--- src/rtl/branch_predictor_if.sv ---
// Prediction/resolution handshake between fetch/execute (master) and the
// conditional-jump predictor (slave).
interface branch_predictor_if #(
  parameter int DEPTH = 2
);
  localparam int OUT_W = $clog2(DEPTH) + 1;

  logic             pred_req;
  logic [10:0]      pred_pc;
  logic [10:0]      pred_target;
  logic [10:0]      pred_fall;
  logic             pred_ready;
  logic             pred_valid;
  logic             pred_taken;
  logic [10:0]      pred_next;
  logic             resolve_valid;
  logic             resolve_taken;
  logic             flush;
  logic [10:0]      flush_pc;
  logic             resolve_err;
  logic [OUT_W-1:0] outstanding;

  modport master (
    output pred_req, pred_pc, pred_target, pred_fall, resolve_valid, resolve_taken,
    input  pred_ready, pred_valid, pred_taken, pred_next, flush, flush_pc,
           resolve_err, outstanding
  );

  modport slave (
    input  pred_req, pred_pc, pred_target, pred_fall, resolve_valid, resolve_taken,
    output pred_ready, pred_valid, pred_taken, pred_next, flush, flush_pc,
           resolve_err, outstanding
  );
endinterface

--- src/rtl/branch_predictor.sv ---
// 2-bit saturating-counter branch predictor with an in-order FIFO of
// unresolved guesses; a wrong guess trains the table and flushes.
module branch_predictor #(
  parameter int IDX_W = 4,
  parameter int DEPTH = 2
) (
  input logic          clk,
  input logic          rst_n,
  branch_predictor_if.slave bp
);
  localparam int ENTRIES = 1 << IDX_W;
  localparam int PTR_W   = $clog2(DEPTH);
  localparam int CNT_W   = PTR_W + 1;

  logic [1:0]       r_ctr       [ENTRIES];
  logic [IDX_W-1:0] r_fifo_idx  [DEPTH];
  logic             r_fifo_guess[DEPTH];
  logic [10:0]      r_fifo_alt  [DEPTH];
  logic [PTR_W-1:0] r_wr_ptr;
  logic [PTR_W-1:0] r_rd_ptr;
  logic [CNT_W-1:0] r_count;

  logic             r_pred_valid;
  logic             r_pred_taken;
  logic [10:0]      r_pred_next;
  logic             r_flush;
  logic [10:0]      r_flush_pc;
  logic             r_resolve_err;

  logic             w_ready;
  logic             w_accept;
  logic [IDX_W-1:0] w_lookup_idx;
  logic             w_guess;
  logic             w_empty;
  logic             w_resolve;
  logic             w_err;
  logic [IDX_W-1:0] w_head_idx;
  logic             w_head_guess;
  logic [10:0]      w_head_alt;
  logic             w_mispredict;
  logic             w_push;
  logic [1:0]       w_ctr_cur;
  logic [1:0]       w_ctr_upd;

  // Ready depends only on current occupancy, so a same-cycle pop cannot
  // combinationally admit a request into a full FIFO.
  assign w_ready      = (r_count != CNT_W'(DEPTH));
  assign w_accept     = bp.pred_req && w_ready;
  assign w_lookup_idx = bp.pred_pc[IDX_W-1:0];
  assign w_guess      = r_ctr[w_lookup_idx][1];

  assign w_empty      = (r_count == '0);
  assign w_resolve    = bp.resolve_valid && !w_empty;
  assign w_err        = bp.resolve_valid && w_empty;
  assign w_head_idx   = r_fifo_idx[r_rd_ptr];
  assign w_head_guess = r_fifo_guess[r_rd_ptr];
  assign w_head_alt   = r_fifo_alt[r_rd_ptr];
  assign w_mispredict = w_resolve && (bp.resolve_taken != w_head_guess);
  assign w_push       = w_accept && !w_mispredict;
  assign w_ctr_cur    = r_ctr[w_head_idx];

  always_comb begin
    w_ctr_upd = w_ctr_cur;
    if (bp.resolve_taken) begin
      if (w_ctr_cur != 2'b11) w_ctr_upd = w_ctr_cur + 2'b01;
    end else begin
      if (w_ctr_cur != 2'b00) w_ctr_upd = w_ctr_cur - 2'b01;
    end
  end

  // Lookup reads the pre-update value, since the table write lands on the edge.
  always_ff @(posedge clk or negedge rst_n) begin
    if (!rst_n) begin
      for (int i = 0; i < ENTRIES; i++) r_ctr[i] <= 2'b01;
    end else if (w_resolve) begin
      r_ctr[w_head_idx] <= w_ctr_upd;
    end
  end

  always_ff @(posedge clk) begin
    if (w_push) begin
      r_fifo_idx[r_wr_ptr]   <= w_lookup_idx;
      r_fifo_guess[r_wr_ptr] <= w_guess;
      r_fifo_alt[r_wr_ptr]   <= w_guess ? bp.pred_fall : bp.pred_target;
    end
  end

  always_ff @(posedge clk or negedge rst_n) begin
    if (!rst_n) begin
      r_wr_ptr <= '0;
      r_rd_ptr <= '0;
      r_count  <= '0;
    end else if (w_mispredict) begin
      r_wr_ptr <= '0;
      r_rd_ptr <= '0;
      r_count  <= '0;
    end else begin
      if (w_push)    r_wr_ptr <= r_wr_ptr + PTR_W'(1);
      if (w_resolve) r_rd_ptr <= r_rd_ptr + PTR_W'(1);
      case ({w_push, w_resolve})
        2'b10:   r_count <= r_count + CNT_W'(1);
        2'b01:   r_count <= r_count - CNT_W'(1);
        default: r_count <= r_count;
      endcase
    end
  end

  always_ff @(posedge clk or negedge rst_n) begin
    if (!rst_n) begin
      r_pred_valid  <= 1'b0;
      r_pred_taken  <= 1'b0;
      r_pred_next   <= '0;
      r_flush       <= 1'b0;
      r_flush_pc    <= '0;
      r_resolve_err <= 1'b0;
    end else begin
      r_pred_valid  <= w_push;
      r_flush       <= w_mispredict;
      r_resolve_err <= w_err;
      if (w_push) begin
        r_pred_taken <= w_guess;
        r_pred_next  <= w_guess ? bp.pred_target : bp.pred_fall;
      end
      if (w_mispredict) r_flush_pc <= w_head_alt;
    end
  end

  assign bp.pred_ready  = w_ready;
  assign bp.pred_valid  = r_pred_valid;
  assign bp.pred_taken  = r_pred_taken;
  assign bp.pred_next   = r_pred_next;
  assign bp.flush       = r_flush;
  assign bp.flush_pc    = r_flush_pc;
  assign bp.resolve_err = r_resolve_err;
  assign bp.outstanding = r_count;
endmodule

--- src/flat_wrapper.sv ---
// flat-port wrapper written by rule: the top's interface ports become plain ports
module branch_predictor_flat 
#(
  parameter int IDX_W = 4,
  parameter int DEPTH = 2
)
  (clk, rst_n, bp_pred_req, bp_pred_pc, bp_pred_target, bp_pred_fall, bp_resolve_valid, bp_resolve_taken, bp_pred_ready, bp_pred_valid, bp_pred_taken, bp_pred_next, bp_flush, bp_flush_pc, bp_resolve_err, bp_outstanding);
  branch_predictor_if #(.DEPTH(DEPTH)) bp_i ();
  input logic clk;
  input logic rst_n;
  input wire logic [$bits(bp_i.pred_req)-1:0] bp_pred_req;
  input wire logic [$bits(bp_i.pred_pc)-1:0] bp_pred_pc;
  input wire logic [$bits(bp_i.pred_target)-1:0] bp_pred_target;
  input wire logic [$bits(bp_i.pred_fall)-1:0] bp_pred_fall;
  input wire logic [$bits(bp_i.resolve_valid)-1:0] bp_resolve_valid;
  input wire logic [$bits(bp_i.resolve_taken)-1:0] bp_resolve_taken;
  output wire logic [$bits(bp_i.pred_ready)-1:0] bp_pred_ready;
  output wire logic [$bits(bp_i.pred_valid)-1:0] bp_pred_valid;
  output wire logic [$bits(bp_i.pred_taken)-1:0] bp_pred_taken;
  output wire logic [$bits(bp_i.pred_next)-1:0] bp_pred_next;
  output wire logic [$bits(bp_i.flush)-1:0] bp_flush;
  output wire logic [$bits(bp_i.flush_pc)-1:0] bp_flush_pc;
  output wire logic [$bits(bp_i.resolve_err)-1:0] bp_resolve_err;
  output wire logic [$bits(bp_i.outstanding)-1:0] bp_outstanding;
  assign bp_i.pred_req = bp_pred_req;
  assign bp_i.pred_pc = bp_pred_pc;
  assign bp_i.pred_target = bp_pred_target;
  assign bp_i.pred_fall = bp_pred_fall;
  assign bp_i.resolve_valid = bp_resolve_valid;
  assign bp_i.resolve_taken = bp_resolve_taken;
  assign bp_pred_ready = bp_i.pred_ready;
  assign bp_pred_valid = bp_i.pred_valid;
  assign bp_pred_taken = bp_i.pred_taken;
  assign bp_pred_next = bp_i.pred_next;
  assign bp_flush = bp_i.flush;
  assign bp_flush_pc = bp_i.flush_pc;
  assign bp_resolve_err = bp_i.resolve_err;
  assign bp_outstanding = bp_i.outstanding;
  branch_predictor #(.IDX_W(IDX_W), .DEPTH(DEPTH)) u_core (.clk(clk), .rst_n(rst_n), .bp(bp_i));
endmodule
--- config.mk ---
export PLATFORM = sky130hd
export DESIGN_NAME = branch_predictor_flat
export DESIGN_NICKNAME = d
export VERILOG_FILES = /design/src/rtl/branch_predictor_if.sv /design/src/rtl/branch_predictor.sv /design/src/flat_wrapper.sv
export SDC_FILE = /design/constraint.sdc
export NUM_CORES = 1
export LEC_CHECK = 0
export ABC_AREA = 1
export CAP_MARGIN = 40
export CORE_MARGIN = 10
export CORE_UTILIZATION = 45
export CTS_CLUSTER_DIAMETER = 80
export DETAILED_ROUTE_END_ITERATION = 16
export PLACE_DENSITY = 0.75
export SYNTH_ARGS = -nofsm -noshare
export SYNTH_HDL_FRONTEND = slang
export SYNTH_SLANG_ARGS = --single-unit
--- constraint.sdc ---
create_clock -name clk -period 4.44 [get_ports clk]
set_input_delay 0.666 -clock clk [delete_from_list [all_inputs] [get_ports clk]]
set_output_delay 0.666 -clock clk [all_outputs]
set_load 0.02 [all_outputs]
==> out/metrics.csv <==
stage,metric,value,unit
critical_path,CP most frequent cell,nand2_1,
min_path,worst hold path type,in -> async,
power,worst vdd ir,0.310,mV
placement,GP Congestion,0.887,
sta,min cycle time layout,3.15,ns
drt,DR DRC count,0,
power,Sw Pwr,1.73,mW
critical_path,Critical Path Fanout Max,27,
grt,first-pass GRT wire length,18100,um
placement,pre-CTS WS,0.926,ns
yosys,average size of a mapped cell,8.02,um^2
critical_path,slowest CP cell,clkdlybuf4s50_1,
layout,final instance area,5600,um^2
sta,Final Setup Violations,0,
yosys,Yosys reg bits,94,
sta,Final TNS setup,0,ns
sta,Slew Limit Fails,0,
yosys,post-synthesis net count,625,
power,power share of the clock group,15.3,%
grt,total track usage,15.1,%
critical_path,Setup crit start kind,input pin,
layout,ratio of cells with drive above 1 in the final layout,9.24,%
sta,relative slew slack,47.0,%
die,row count,37,
critical_path,worst path arrival time,3.21,ns
die,I/O Pins,67,
sta,crit share post-route,70.9,%
die,Starting Density,45.8,%
clock_tree,Post-CTS Hold Buffers,0,
grt,initial antenna violation count,0,
clock_tree,clk slew on worst S/H paths,0.10,ns
clock_tree,htree depth,3,
critical_path,Worst path max stage delay,0.88,ns
grt,GR Overflow Total,0,
layout,most frequent cells in the layout,"nand2_1 (219), inv_1 (72), clkdlybuf4s50_1 (58)",
drt,DRT Wirelength,11100,um
die,Die Wd,122,um
yosys,Yosys top cell by area,dfrtp_1,
critical_path,crit path from,bp_pred_pc[0],
critical_path,FF-to-FF setup slack,1.41,ns
yosys,Cells after Synth,587,
critical_path,Worst Path Required,4.50,ns
sta,Setup WS post-layout,1.29,ns
critical_path,"delay-heaviest family, CP",buffers and inverters,
layout,ANT cells,0,
yosys,Yosys Warn Count,0,
grt,largest net degree at the start of global routing,63,
layout,# fillers,931,
power,Combinational Power Share,46.8,%
critical_path,critical path type,in -> reg,
critical_path,R2R Path Start,u_core.r_rd_ptr,
sta,worst slew pin tran,0.795,ns
clock_tree,"Setup Fix Bufs, Post-CTS",0,
sta,Final Hold Vio Count,0,
sta,unrepaired setup endpoints after global routing,no,
power,Power per Cell Area,701,nW/um^2
clock_tree,CTS Root Cell,clkbuf_8,
grt,vias in the first global route,3612,
power,switch share,44.0,%
clock_tree,number of cells upsized or downsized after cts,0,
placement,Port Buffer Count,59,
power,Pint,2.20,mW
power,Leakage,2.59,nW
layout,Area Overhead vs Synth,19.0,%
placement,placed cell area,5390,um^2
yosys,Area contributors post-synth,"dfrtp_1 (24%), edfxtp_1 (20%), nand2_1 (17%)",
die,area of the die,14900,um^2
critical_path,worst-path cell chain,clkdlybuf4s50_1 -> nand2_1 -> o211ai_1 -> nand2_1 -> o211ai_1 -> nand2_1 -> buf_4 -> nand2_1 -> o21ai_0,
critical_path,CP Buf/Inv Count,2,
drt,Vias,3907,
yosys,Cell variety after synth,32,
die,core area,10300,um^2
layout,"commonest non-fill, non-tap cell in the layout",nand2_1,
power,Seq pwr share,37.9,%
drt,via density per instance,4.98,
sta,Fmax,318,MHz
run,max cap viols,0,
drt,Pre-Repair DR Iteration Count,5,
drt,wire per inst,14.1,um
clock_tree,clk buf depth,2,
yosys,register area share after synthesis,53.8,%
drt,1st-iter DRT viols,440,
critical_path,CP endpoint kind,flip-flop,
sta,clk_skew,0.0101,ns
clock_tree,Sink Count,94,
status,outcome,"finished, final reports clean",
layout,# nets final,682,
clock_tree,clk_lat worst skew,0.36,ns
placement,post-DP HPWL,7770,um
yosys,mapped cell area,4710,um^2
layout,"Cell Count, Final, Fillers Out",785,
drt,"antenna viol nets, final",0,
placement,Post-Place Cells,769,
clock_tree,CTS tree,done,
clock_tree,Num CTS Buffers,9,
die,Die Y-Extent,122,um
yosys,post-synth top area share,24.5,%
sta,hold_ws,0.457,ns
-- per-layer routing --
metal  vias to the layer above  share of wire [%]  global-route usage [%]
met5                         -                  0                       0
met4                         0                1.6                    5.74
met3                        13                7.2                    3.17
met2                       126                 46                    23.8
met1                      1804                 45                    20.1
li1                       1964                  -                       -
-- area by class of cell --
| cell class | instances | area [um^2] | share of cell area [%] |
|---|---|---|---|
| repair buffers | 65 | 631 | 11.3 |
| clock inverters | 7 | 90.1 | 1.61 |
| clock buffers | 9 | 124 | 2.21 |
| multi-input cells | 397 | 1760 | 31.5 |
| flip-flops and latches | 94 | 2530 | 45.2 |
| inverters | 77 | 292 | 5.20 |
| well taps | 136 | 170 | 3.04 |
-- state kept, by name (all words and copies together) (netlist names) --
signal / count
u_core.r_ctr: 32
u_core.r_fifo_alt: 22
u_core.bp.flush_pc: 11
u_core.bp.pred_next: 11
u_core.r_fifo_idx: 8
u_core.bp.outstanding: 2
u_core.r_fifo_guess: 2
u_core.bp.flush: 1
u_core.bp.pred_taken: 1
u_core.bp.pred_valid: 1
u_core.bp.resolve_err: 1
u_core.r_rd_ptr: 1
u_core.r_wr_ptr: 1
-- worst paths after layout --
kind,end,depth (start not counted)
max in group asynchronous,u_core.r_ctr[29],2
worst max register to register,u_core.r_fifo_idx[1][0],7
min in group clk,u_core.r_ctr[28],2
worst max-delay path,u_core.r_fifo_alt[0][3],9
worst min register to register,u_core.r_ctr[28],2
worst min-delay path,u_core.bp.pred_next[9],2
-- power by group through the flow --
stage / sequential (mW) / clock (mW) / combinational, mW
after floorplan: 1.59 / 0 / 1.17
after CTS: 1.49 / 0.612 / 1.84
after global routing: 1.53 / 0.644 / 2.04
final: 1.49 / 0.599 / 1.84
after global placement: 1.49 / 0 / 1.80
after detailed placement: 1.50 / 0 / 1.83
-- Yosys cell counts, drive strengths merged --
library cell  instances
dfrtp                46
nand4                 2
o211ai                8
o21ai                31
nand2               228
clkbuf                7
nand3                47
dfstp                16
inv                  77
edfxtp               32
a31oi                 1
nor3                  1
a21oi                 3
or2                   3
nand3b                4
buf                  12
o31ai                11
nor2                 58
-- metrics by stage --
| step | power (mW) | utilization (%) |
|---|---|---|
| 2_1_floorplan | 2.76 | - |
| 3_3_place_gp | 3.30 | 52.4 |
| 3_5_place_dp | 3.34 | 52.4 |
| 4_1_cts | 3.94 | 54.5 |
| 5_1_grt | 4.22 | 54.5 |
| 6_report | 3.92 | 54.5 |
-- kinds of logic after synthesis --
| group | count (synthesis) | synth area share (%) |
|---|---|---|
| flip-flops | 94 | 53.8 |
| buffers and inverters | 96 | 8.72 |
| AO/OA/AOI/OAI | 54 | 6.94 |
| AND/OR/NAND/NOR | 343 | 30.5 |
Note: power is estimated with default switching activity, not from simulation.
